## src/rtl/core_encoder_pkg.sv

```systemverilog
// Shared types for the RV32I instruction encoder: formats, field bundle and the
// immediate range check used ahead of the pipeline.
package core_encoder_pkg;

   typedef struct packed {
      int unsigned XLEN;
   } config_t;

   localparam config_t CONF_DEFAULT = '{XLEN: 32};

   typedef enum logic [2:0] {
      FMT_R = 3'd0,
      FMT_I = 3'd1,
      FMT_S = 3'd2,
      FMT_B = 3'd3,
      FMT_U = 3'd4,
      FMT_J = 3'd5
   } fmt_t;

   typedef logic [6:0] opcode_t;
   typedef logic [2:0] funct3_t;
   typedef logic [6:0] funct7_t;

   typedef struct packed {
      fmt_t       fmt;
      opcode_t    op;
      logic [4:0] rd;
      logic [4:0] rs1;
      logic [4:0] rs2;
      funct3_t    funct3;
      funct7_t    funct7;
      logic [31:0] imm;
   } fields_t;

   // True when the immediate cannot be represented by the format, the opcode is
   // not a 32-bit encoding, or the format tag is out of range.
   function automatic logic range_err(input fmt_t fmt, input opcode_t op,
                                      input logic [31:0] imm);
      logic bad;
      case (fmt)
         FMT_R:        bad = 1'b0;
         FMT_I, FMT_S: bad = imm[31:11] != {21{imm[11]}};
         FMT_B:        bad = (imm[31:12] != {20{imm[12]}}) || imm[0];
         FMT_U:        bad = imm[11:0] != 12'd0;
         FMT_J:        bad = (imm[31:20] != {12{imm[20]}}) || imm[0];
         default:      bad = 1'b1;
      endcase
      return bad || (op[1:0] != 2'b11);
   endfunction

endpackage

```

## src/rtl/core_encoder_if.sv

```systemverilog
// Field-in / word-out handshake bundle of the instruction encoder, plus flush
// and the delivery counters.
interface core_encoder_if #(
   parameter int XLEN  = 32,
   parameter int CNT_W = 16
) ();
   logic                        flush;
   logic                        in_valid;
   logic                        in_ready;
   core_encoder_pkg::fmt_t      in_fmt;
   core_encoder_pkg::opcode_t   in_op;
   logic [4:0]                  in_rd;
   logic [4:0]                  in_rs1;
   logic [4:0]                  in_rs2;
   core_encoder_pkg::funct3_t   in_funct3;
   core_encoder_pkg::funct7_t   in_funct7;
   logic [XLEN-1:0]             in_imm;
   logic                        out_valid;
   logic                        out_ready;
   logic [XLEN-1:0]             out_inst;
   logic                        out_err;
   logic [CNT_W-1:0]            enc_cnt;
   logic [CNT_W-1:0]            err_cnt;

   modport master (
      output flush, in_valid, in_fmt, in_op, in_rd, in_rs1, in_rs2,
             in_funct3, in_funct7, in_imm, out_ready,
      input  in_ready, out_valid, out_inst, out_err, enc_cnt, err_cnt
   );

   modport slave (
      input  flush, in_valid, in_fmt, in_op, in_rd, in_rs1, in_rs2,
             in_funct3, in_funct7, in_imm, out_ready,
      output in_ready, out_valid, out_inst, out_err, enc_cnt, err_cnt
   );
endinterface

```

## src/rtl/core_encoder_pack.sv

```systemverilog
// Combinational packer: lays the registered fields out as an RV32I word.
// Illegal format tags fall back to the R layout.
module core_encoder_pack
   import core_encoder_pkg::*;
(
   input  fields_t     f,
   output logic [31:0] inst
);

   always_comb begin
      inst = {f.funct7, f.rs2, f.rs1, f.funct3, f.rd, f.op};
      case (f.fmt)
         FMT_I: inst = {f.imm[11:0], f.rs1, f.funct3, f.rd, f.op};
         FMT_S: inst = {f.imm[11:5], f.rs2, f.rs1, f.funct3, f.imm[4:0], f.op};
         FMT_B: inst = {f.imm[12], f.imm[10:5], f.rs2, f.rs1, f.funct3,
                        f.imm[4:1], f.imm[11], f.op};
         FMT_U: inst = {f.imm[31:12], f.rd, f.op};
         FMT_J: inst = {f.imm[20], f.imm[10:1], f.imm[11], f.imm[19:12],
                        f.rd, f.op};
         default: ;
      endcase
   end

endmodule

```

## src/rtl/core_encoder.sv

```systemverilog
// Two-stage RV32I encoder: S1 holds fields and range check, S2 holds the packed
// word. Skid-free back-pressure, synchronous flush, delivery counters.
module core_encoder
   import core_encoder_pkg::*;
#(
   parameter config_t CONF  = CONF_DEFAULT,
   parameter int      CNT_W = 16
) (
   input logic           clk,
   input logic           rst_n,
   core_encoder_if.slave bus
);

   localparam int XLEN = int'(CONF.XLEN);

   fields_t           in_f;
   fields_t           s1_f;
   logic              s1_valid;
   logic              s1_err;
   logic [31:0]       pk_inst;
   logic [XLEN-1:0]   s2_inst;
   logic              s2_valid;
   logic              s2_err;
   logic              s1_adv;
   logic              s2_adv;
   logic              deliver;
   logic [CNT_W-1:0]  enc_q;
   logic [CNT_W-1:0]  err_q;

   assign in_f = '{fmt: bus.in_fmt, op: bus.in_op, rd: bus.in_rd,
                   rs1: bus.in_rs1, rs2: bus.in_rs2, funct3: bus.in_funct3,
                   funct7: bus.in_funct7, imm: bus.in_imm};

   assign s2_adv  = !s2_valid || bus.out_ready;
   assign s1_adv  = !s1_valid || s2_adv;
   assign deliver = s2_valid && bus.out_ready;

   always_ff @(posedge clk or negedge rst_n) begin
      if (!rst_n) begin
         s1_valid <= 1'b0;
         s1_f     <= '0;
         s1_err   <= 1'b0;
      end else if (bus.flush) begin
         s1_valid <= 1'b0;
      end else if (s1_adv) begin
         s1_valid <= bus.in_valid;
         if (bus.in_valid) begin
            s1_f   <= in_f;
            s1_err <= range_err(in_f.fmt, in_f.op, in_f.imm);
         end
      end
   end

   core_encoder_pack u_pack (
      .f    (s1_f),
      .inst (pk_inst)
   );

   always_ff @(posedge clk or negedge rst_n) begin
      if (!rst_n) begin
         s2_valid <= 1'b0;
         s2_inst  <= '0;
         s2_err   <= 1'b0;
      end else if (bus.flush) begin
         s2_valid <= 1'b0;
      end else if (s2_adv) begin
         s2_valid <= s1_valid;
         if (s1_valid) begin
            s2_inst <= pk_inst;
            s2_err  <= s1_err;
         end
      end
   end

   // A word handed over in the flush cycle was seen by the consumer, so it counts.
   always_ff @(posedge clk or negedge rst_n) begin
      if (!rst_n) begin
         enc_q <= '0;
         err_q <= '0;
      end else if (deliver) begin
         enc_q <= enc_q + 1'b1;
         if (s2_err && (err_q != '1))
            err_q <= err_q + 1'b1;
      end
   end

   assign bus.in_ready  = s1_adv;
   assign bus.out_valid = s2_valid;
   assign bus.out_inst  = s2_inst;
   assign bus.out_err   = s2_err;
   assign bus.enc_cnt   = enc_q;
   assign bus.err_cnt   = err_q;

endmodule

```

## src/flat_wrapper.sv

```systemverilog
// flat-port wrapper written by rule: the top's interface ports become plain ports
module core_encoder_flat import core_encoder_pkg::*;
#(
   parameter config_t CONF  = CONF_DEFAULT,
   parameter int      CNT_W = 16
)
  (clk, rst_n, bus_flush, bus_in_valid, bus_in_fmt, bus_in_op, bus_in_rd, bus_in_rs1, bus_in_rs2, bus_in_funct3, bus_in_funct7, bus_in_imm, bus_out_ready, bus_in_ready, bus_out_valid, bus_out_inst, bus_out_err, bus_enc_cnt, bus_err_cnt);
  core_encoder_if #(.XLEN(32), .CNT_W(CNT_W)) bus_i ();
  input logic clk;
  input logic rst_n;
  input wire logic [$bits(bus_i.flush)-1:0] bus_flush;
  input wire logic [$bits(bus_i.in_valid)-1:0] bus_in_valid;
  input wire logic [$bits(bus_i.in_fmt)-1:0] bus_in_fmt;
  input wire logic [$bits(bus_i.in_op)-1:0] bus_in_op;
  input wire logic [$bits(bus_i.in_rd)-1:0] bus_in_rd;
  input wire logic [$bits(bus_i.in_rs1)-1:0] bus_in_rs1;
  input wire logic [$bits(bus_i.in_rs2)-1:0] bus_in_rs2;
  input wire logic [$bits(bus_i.in_funct3)-1:0] bus_in_funct3;
  input wire logic [$bits(bus_i.in_funct7)-1:0] bus_in_funct7;
  input wire logic [$bits(bus_i.in_imm)-1:0] bus_in_imm;
  input wire logic [$bits(bus_i.out_ready)-1:0] bus_out_ready;
  output wire logic [$bits(bus_i.in_ready)-1:0] bus_in_ready;
  output wire logic [$bits(bus_i.out_valid)-1:0] bus_out_valid;
  output wire logic [$bits(bus_i.out_inst)-1:0] bus_out_inst;
  output wire logic [$bits(bus_i.out_err)-1:0] bus_out_err;
  output wire logic [$bits(bus_i.enc_cnt)-1:0] bus_enc_cnt;
  output wire logic [$bits(bus_i.err_cnt)-1:0] bus_err_cnt;
  assign bus_i.flush = bus_flush;
  assign bus_i.in_valid = bus_in_valid;
  assign bus_i.in_fmt = bus_in_fmt;
  assign bus_i.in_op = bus_in_op;
  assign bus_i.in_rd = bus_in_rd;
  assign bus_i.in_rs1 = bus_in_rs1;
  assign bus_i.in_rs2 = bus_in_rs2;
  assign bus_i.in_funct3 = bus_in_funct3;
  assign bus_i.in_funct7 = bus_in_funct7;
  assign bus_i.in_imm = bus_in_imm;
  assign bus_i.out_ready = bus_out_ready;
  assign bus_in_ready = bus_i.in_ready;
  assign bus_out_valid = bus_i.out_valid;
  assign bus_out_inst = bus_i.out_inst;
  assign bus_out_err = bus_i.out_err;
  assign bus_enc_cnt = bus_i.enc_cnt;
  assign bus_err_cnt = bus_i.err_cnt;
  core_encoder #(.CONF(CONF), .CNT_W(CNT_W)) u_core (.clk(clk), .rst_n(rst_n), .bus(bus_i));
endmodule
```

## config.mk

```make
export PLATFORM = sky130hd
export DESIGN_NAME = core_encoder_flat
export DESIGN_NICKNAME = d
export VERILOG_FILES = /design/src/rtl/core_encoder_pkg.sv /design/src/rtl/core_encoder_if.sv /design/src/rtl/core_encoder_pack.sv /design/src/rtl/core_encoder.sv /design/src/flat_wrapper.sv
export SDC_FILE = /design/constraint.sdc
export NUM_CORES = 1
export LEC_CHECK = 0
export CORE_ASPECT_RATIO = 1.75
export CORE_UTILIZATION = 45
export CTS_BUF_LIST = sky130_fd_sc_hd__clkbuf_8
export DETAILED_ROUTE_END_ITERATION = 10
export PLACE_DENSITY_LB_ADDON = 0.25
export SYNTH_ARGS = -nofsm -noshare
export SYNTH_HDL_FRONTEND = slang
export SYNTH_SLANG_ARGS = --single-unit
```

## constraint.sdc

```tcl
create_clock -name clk -period 2.3 [get_ports clk]
set_clock_uncertainty 0.2 [all_clocks]
set_input_delay 0.46 -clock clk [delete_from_list [all_inputs] [get_ports clk]]
set_output_delay 0.46 -clock clk [all_outputs]
set_load 0.1 [all_outputs]
```

==> flow_summary.ini, run 1 <==
[outcome]
status = completed

[global_route]
grt_usage = 0.241
grt_pass1_vias = 5275
grt_first_pass_wirelength_um = 26000
grt_max_degree = 44
grt_antenna_before_repair = 0
overflow = 0

[synthesis]
synthesis.area_sq_mm = 0.00609
synth-edff-count = 0
yosys_warnings = 0
ys.flop_type = dfrtp_1
syn_area_per_cell_sq_um = 11.2
yosysSeqAreaShare = 0.555
synth-xor-area-share = 0.0431
yosysUniqueCellTypes = 48
yosys.area_share.simple = 0.156
synth_top_family_by_area = simple AND/OR/NAND/NOR gates
synthCells = 542
ys_ff_latch = 135
synth_adder_area_share = 0.00411
synth_compound_area_frac = 0.0690
synth-async-reset-ratio = 1.00
synthMuxAreaShare = 0.153
synth_nets = 616

[power_and_ir_drop]
powerDensity_mw_per_mm2 = 1010
p_int_uw = 4990
peakVddDrop_uv = 725
p_sw_uw = 3490
pwr-share-seq = 0.367
p_sw_frac = 0.411
comb_power_share = 0.359
p_leak_uw = 0.00379
power_frac_clock = 0.274
power.total_uw = 8480

[critical_path]
critical_path_class = primary input to output pin
cp-end-kind = output pin
path_cells = clkdlybuf4s50_1, nand3b_1, buf_12
arrival_ns = 1.52
cp.required_ns = 1.64
worst_setup_path_start_kind = primary input
critPathSlowestCell = clkdlybuf4s50_1
slowest_delay_ns = 0.45
cp_max_fo = 4

[layout]
finish.instance_area_sq_mm = 0.00843
mostFrequentLayoutCells = dfrtp_1 (120), buf_4 (111), nand2_1 (88)
drive_gt1_frac = 0.329
final_common_cell = dfrtp_1
fin_nets = 803
fillers = 1053
antenna_cells = 0
fin_util = 0.645
area_growth_pct = 38.4

[sta]
fin_ws_ns = 0.117
slew_headroom = 0.525
min_period_over_period = 0.949
setup-violations-final = 0
grt_setup_unrepaired = false
max_freq_ghz = 0.458
hold_viol_final = 0
slew_viol_final = 0
tightest_slew_ns = 0.712
period_minus_slack_ns = 2.18
totalNegativeSetupSlack_ns = 0

[flow_run]
maxCapViolations = 0

[clocking]
cts_tree = built
clock-sinks = 135
cts_root_buf = clkbuf_8
numCtsBuffers = 17
clk_pin_slew_ns = 0.08
cts_setup_buffers = 0
cts_max_path_buffers = 2
htreeDepth = 4
insertion_delay_ns = 0.44

[route]
vias = 4929
totalWireLength_um = 15800
route.detailed.drc = 0
route.detailed.wl_per_inst_um = 17.3
final_antenna_net_count = 0
drt_iter0_drc = 221
routed_via_density = 5.40
dr.pass1.iters = 6

[placed_design]
dpl.hpwl_um = 12200
dp_slack_ns = -0.340
routabilityCongestion = 0.882
postPlaceCellArea_sq_mm = 0.00795
port_buffers = 138

[floorplan]
initial_core_util = 0.466
dieWidth_um = 90.0
rows = 55
core_sq_mm = 0.0131
die_area_sq_mm = 0.0140
die_h_um = 156
ios = 139

[worst_hold_path]
hold_path.class = register to register
-- critical path: cells and delay by family --
kind	cells	cell delay (ns)
buffers and inverters	2	0.71
AND/OR/NAND/NOR	1	0.34
-- cell usage after synthesis, drive strengths merged, types with 2 or more instances --
library cell  instances  area [sq um]
a221oi                5          43.8
nor4                  8          65.1
or4                   5          41.3
nand2b                2          12.5
xor2                  8          70.1
nand3b                2          15.0
xnor2                22           193
clkbuf               12          45.0
nor2                 29           109
and3                  4          25.0
a21oi                 4          20.0
o21ai                33           165
a22oi                 4          30.0
nand2                88           330
inv                   5          18.8
dfrtp               135          3380
o41ai                 2          25.0
or3b                  2          17.5
nor2b                 5          31.3
nand3                15          75.1
nor3                 11          60.1
nand4                15          93.8
ha                    2          25.0
mux2i                18           180
buf                  11          55.1
mux2                 67           754
or3                   2          12.5
and4                  2          17.5
a31oi                10          62.6
-- cell type report --
| cell class | instances | area (sq um) | share of cell area |
|---|---|---|---|
| flip-flops and latches | 135 | 3400 | 0.403 |
| multi-input cells | 379 | 2610 | 0.309 |
| repair buffers | 191 | 1720 | 0.203 |
| clock buffers | 19 | 262 | 0.0310 |
| clock inverters | 13 | 215 | 0.0255 |
| well taps | 171 | 214 | 0.0254 |
| inverters | 5 | 18.8 | 0.00223 |
-- kinds of logic (layout without fill, tap and decap cells) --
logic type	after synthesis	in the layout
adder cells (fa/ha/maj)	2	2
multiplexers	85	85
AO/OA/AOI/OAI	67	67
AND/OR/NAND/NOR	195	195
buffers and inverters	28	228
flip-flops	135	135
XOR/XNOR	30	30
-- stage by stage --
step | hold slack, ns | instances
2_1_floorplan | -0.0356 | 542
3_5_place_dp | 0.213 | 880
5_1_grt | 0.283 | 913
6_report | 0.264 | 913
4_1_cts | 0.265 | 913
3_3_place_gp | 0.210 | 880
-- power by group through the flow --
stage	Clock (uW)	Combinational, uW	Sequential (uW)
2_1_floorplan	0	676	4620
6_report	2330	3040	3110
3_3_place_gp	0	3000	3130
4_1_cts	2380	3060	3110
3_5_place_dp	0	3050	3160
5_1_grt	2480	3180	3170
-- sequential cells by signal (all words and copies together), names as in the netlist --
register	count
u_core.s1_valid	1
u_core.bus.enc_cnt	16
u_core.bus.out_inst	32
u_core.bus.err_cnt	16
u_core.bus.out_err	1
u_core.s1_f	67
u_core.s1_err	1
u_core.bus.out_valid	1
-- timing repair --
item,4_1_cts,5_1_grt
resized for setup,0,0
endpoints found under the hold margin,40,0
hold buffers,1,0
-- final timing paths --
kind / depth (start not counted) / to / startpoint / slack (ns)
max: 3 / bus_in_ready / bus_out_ready / 0.12
min: 2 / u_core.bus.out_inst[4] / u_core.s1_f[61] / 0.26
min reg2reg: 2 / u_core.bus.out_inst[4] / u_core.s1_f[61] / 0.26
min in group asynchronous: 2 / u_core.bus.err_cnt[6] / rst_n / 0.30
max in group asynchronous: 3 / u_core.s1_f[30] / rst_n / 0.98
max reg2reg: 4 / u_core.s1_err / u_core.bus.out_valid / 0.29
-- per-layer routing --
layer	wire length [um]	track usage
met2	9050	0.455
met1	5610	0.247
met4	588	0.123
met5	0	0
met3	573	0.0565
(Power assumes the default switching activity.)
==> run 2, diff against run 1 <==
--- a/config.mk
+++ b/config.mk
@@ -9,7 +9,9 @@
 export CORE_UTILIZATION = 45
 export CTS_BUF_LIST = sky130_fd_sc_hd__clkbuf_8
 export DETAILED_ROUTE_END_ITERATION = 10
+export GPL_ROUTABILITY_DRIVEN = 0
 export PLACE_DENSITY_LB_ADDON = 0.25
+export REMOVE_ABC_BUFFERS = 1
 export SYNTH_ARGS = -nofsm -noshare
 export SYNTH_HDL_FRONTEND = slang
 export SYNTH_SLANG_ARGS = --single-unit
==> flow_summary.ini, run 2 (synthesized netlist as in run 1, its figures left out) <==
[route]
routed_via_density = 5.34
dr.pass1.iters = 5
drt_iter0_drc = 144
vias = 4884
route.detailed.drc = 0
route.detailed.wl_per_inst_um = 16.4
final_antenna_net_count = 0
totalWireLength_um = 15000

[sta]
min_period_over_period = 0.986
fin_ws_ns = 0.0322
setup-violations-final = 0
grt_setup_unrepaired = false
slew_viol_final = 0
totalNegativeSetupSlack_ns = 0
max_freq_ghz = 0.441
period_minus_slack_ns = 2.27
hold_viol_final = 0
tightest_slew_ns = 0.593
slew_headroom = 0.605

[clocking]
cts_root_buf = clkbuf_8
cts_max_path_buffers = 2
numCtsBuffers = 17
clock-sinks = 135
clk_pin_slew_ns = 0.07
cts_setup_buffers = 0
cts_tree = built
htreeDepth = 4
insertion_delay_ns = 0.43

[layout]
multi_input_area_sq_mm = 0.00261
area_growth_pct = 36.8
largest_reg_flops = 67
largest-register = u_core.s1_f
final_common_cell = dfrtp_1
drive_gt1_frac = 0.307
finish.instance_area_sq_mm = 0.00834
fillers = 1070
antenna_cells = 0
mostFrequentLayoutCells = dfrtp_1 (135), buf_4 (114), nand2_1 (88)
regArea_sq_mm = 0.00338
fin_nets = 805

[power_and_ir_drop]
powerDensity_mw_per_mm2 = 961
comb_power_share = 0.378
power_frac_clock = 0.237
pwr-share-seq = 0.386
p_sw_frac = 0.426
p_sw_uw = 3420
p_int_uw = 4600
p_leak_uw = 0.00380
power.total_uw = 8010
peakVddDrop_uv = 461

[critical_path]
cp.required_ns = 1.64
cp-end-kind = output pin
arrival_ns = 1.61
worst_setup_path_start_kind = primary input
r2r_slack_ns = 0.32
regToRegEndpoint = u_core.bus.err_cnt[1]
critical_path_class = primary input to output pin
ff2ff_path_depth = 5
cp_max_fo = 5
r2r-start = u_core.bus.err_cnt[0]
crit_path_start = bus_out_ready

[global_route]
grt_max_degree = 48
grt_usage = 0.226
overflow = 0
grt_pass1_vias = 4977
grt_antenna_before_repair = 0
grt_first_pass_wirelength_um = 24700

[placed_design]
dpl.hpwl_um = 11300
port_buffers = 138
dp_slack_ns = -0.342
postPlaceCellArea_sq_mm = 0.00793

[worst_hold_path]
holdPathEnd = u_core.s1_f[16]
whs_path_depth = 2
hold_path.class = primary input to register
min_from = bus_in_imm[16]

[floorplan]
die_area_sq_mm = 0.0140
dieWidth_um = 90.0
ios = 139
initial_core_util = 0.466
die_h_um = 156
rows = 55
core_sq_mm = 0.0131

[outcome]
status = completed

[flow_run]
maxCapViolations = 0
==> run 2: worst max-delay path by stage <==
stage                    end  slack (ns)  cells after the start
6_report        bus_in_ready        0.03                      4
5_1_grt         bus_in_ready       0.002                      4
4_1_cts         bus_in_ready        0.04                      4
3_5_place_dp   u_core.s1_err       -0.34                      6
3_3_place_gp   u_core.s1_err       -0.25                      6
2_1_floorplan  u_core.s1_err       -2.47                      4
==> run 2: stage by stage <==
step,hold slack (ns),util,std cells
after CTS,0.259,0.637,914
after global routing,0.153,0.638,914
after floorplan,-0.0356,-,519
after global placement,0.229,0.607,882
after detailed placement,0.229,0.607,882
final,0.148,0.638,914
==> run 2: repair_timing <==
item | 4_1_cts | 5_1_grt
endpoints found under the setup margin | 0 | 1
hold buffers | 1 | 0
resized for setup | 0 | 4
endpoints found under the hold margin | 42 | 0
==> run 2: worst max-delay path, stage by stage <==
cell	delay (ns)
clkdlybuf4s50_1	0.49
nand3b_1	0.29
buf_4	0.20
buf_12	0.16
==> run 2: power by group through the flow <==
stage,Combinational [uW],Sequential [uW],Clock (uW)
after global placement,3000,3110,0
after floorplan,625,4650,0
after CTS,3050,3090,1960
after global routing,3170,3150,2050
final,3030,3090,1900
after detailed placement,3040,3140,0
==> run 2: per-layer routing <==
layer  up-vias  track usage  routed length (um)
met4         0        0.120                 515
li1       2317            -                   -
met3        37       0.0351                 531
met2       152        0.422                8130
met1      2378        0.244                5800
met5         -            0                   0
==> run 2: final cells by class <==
type,count,area share
Multi-Input combinational cell,379,0.314
Clock buffer,18,0.0297
Clock inverter,13,0.0162
Sequential cell,135,0.405
Timing Repair Buffer,193,0.207
Tap cell,171,0.0257
Inverter,5,0.00225
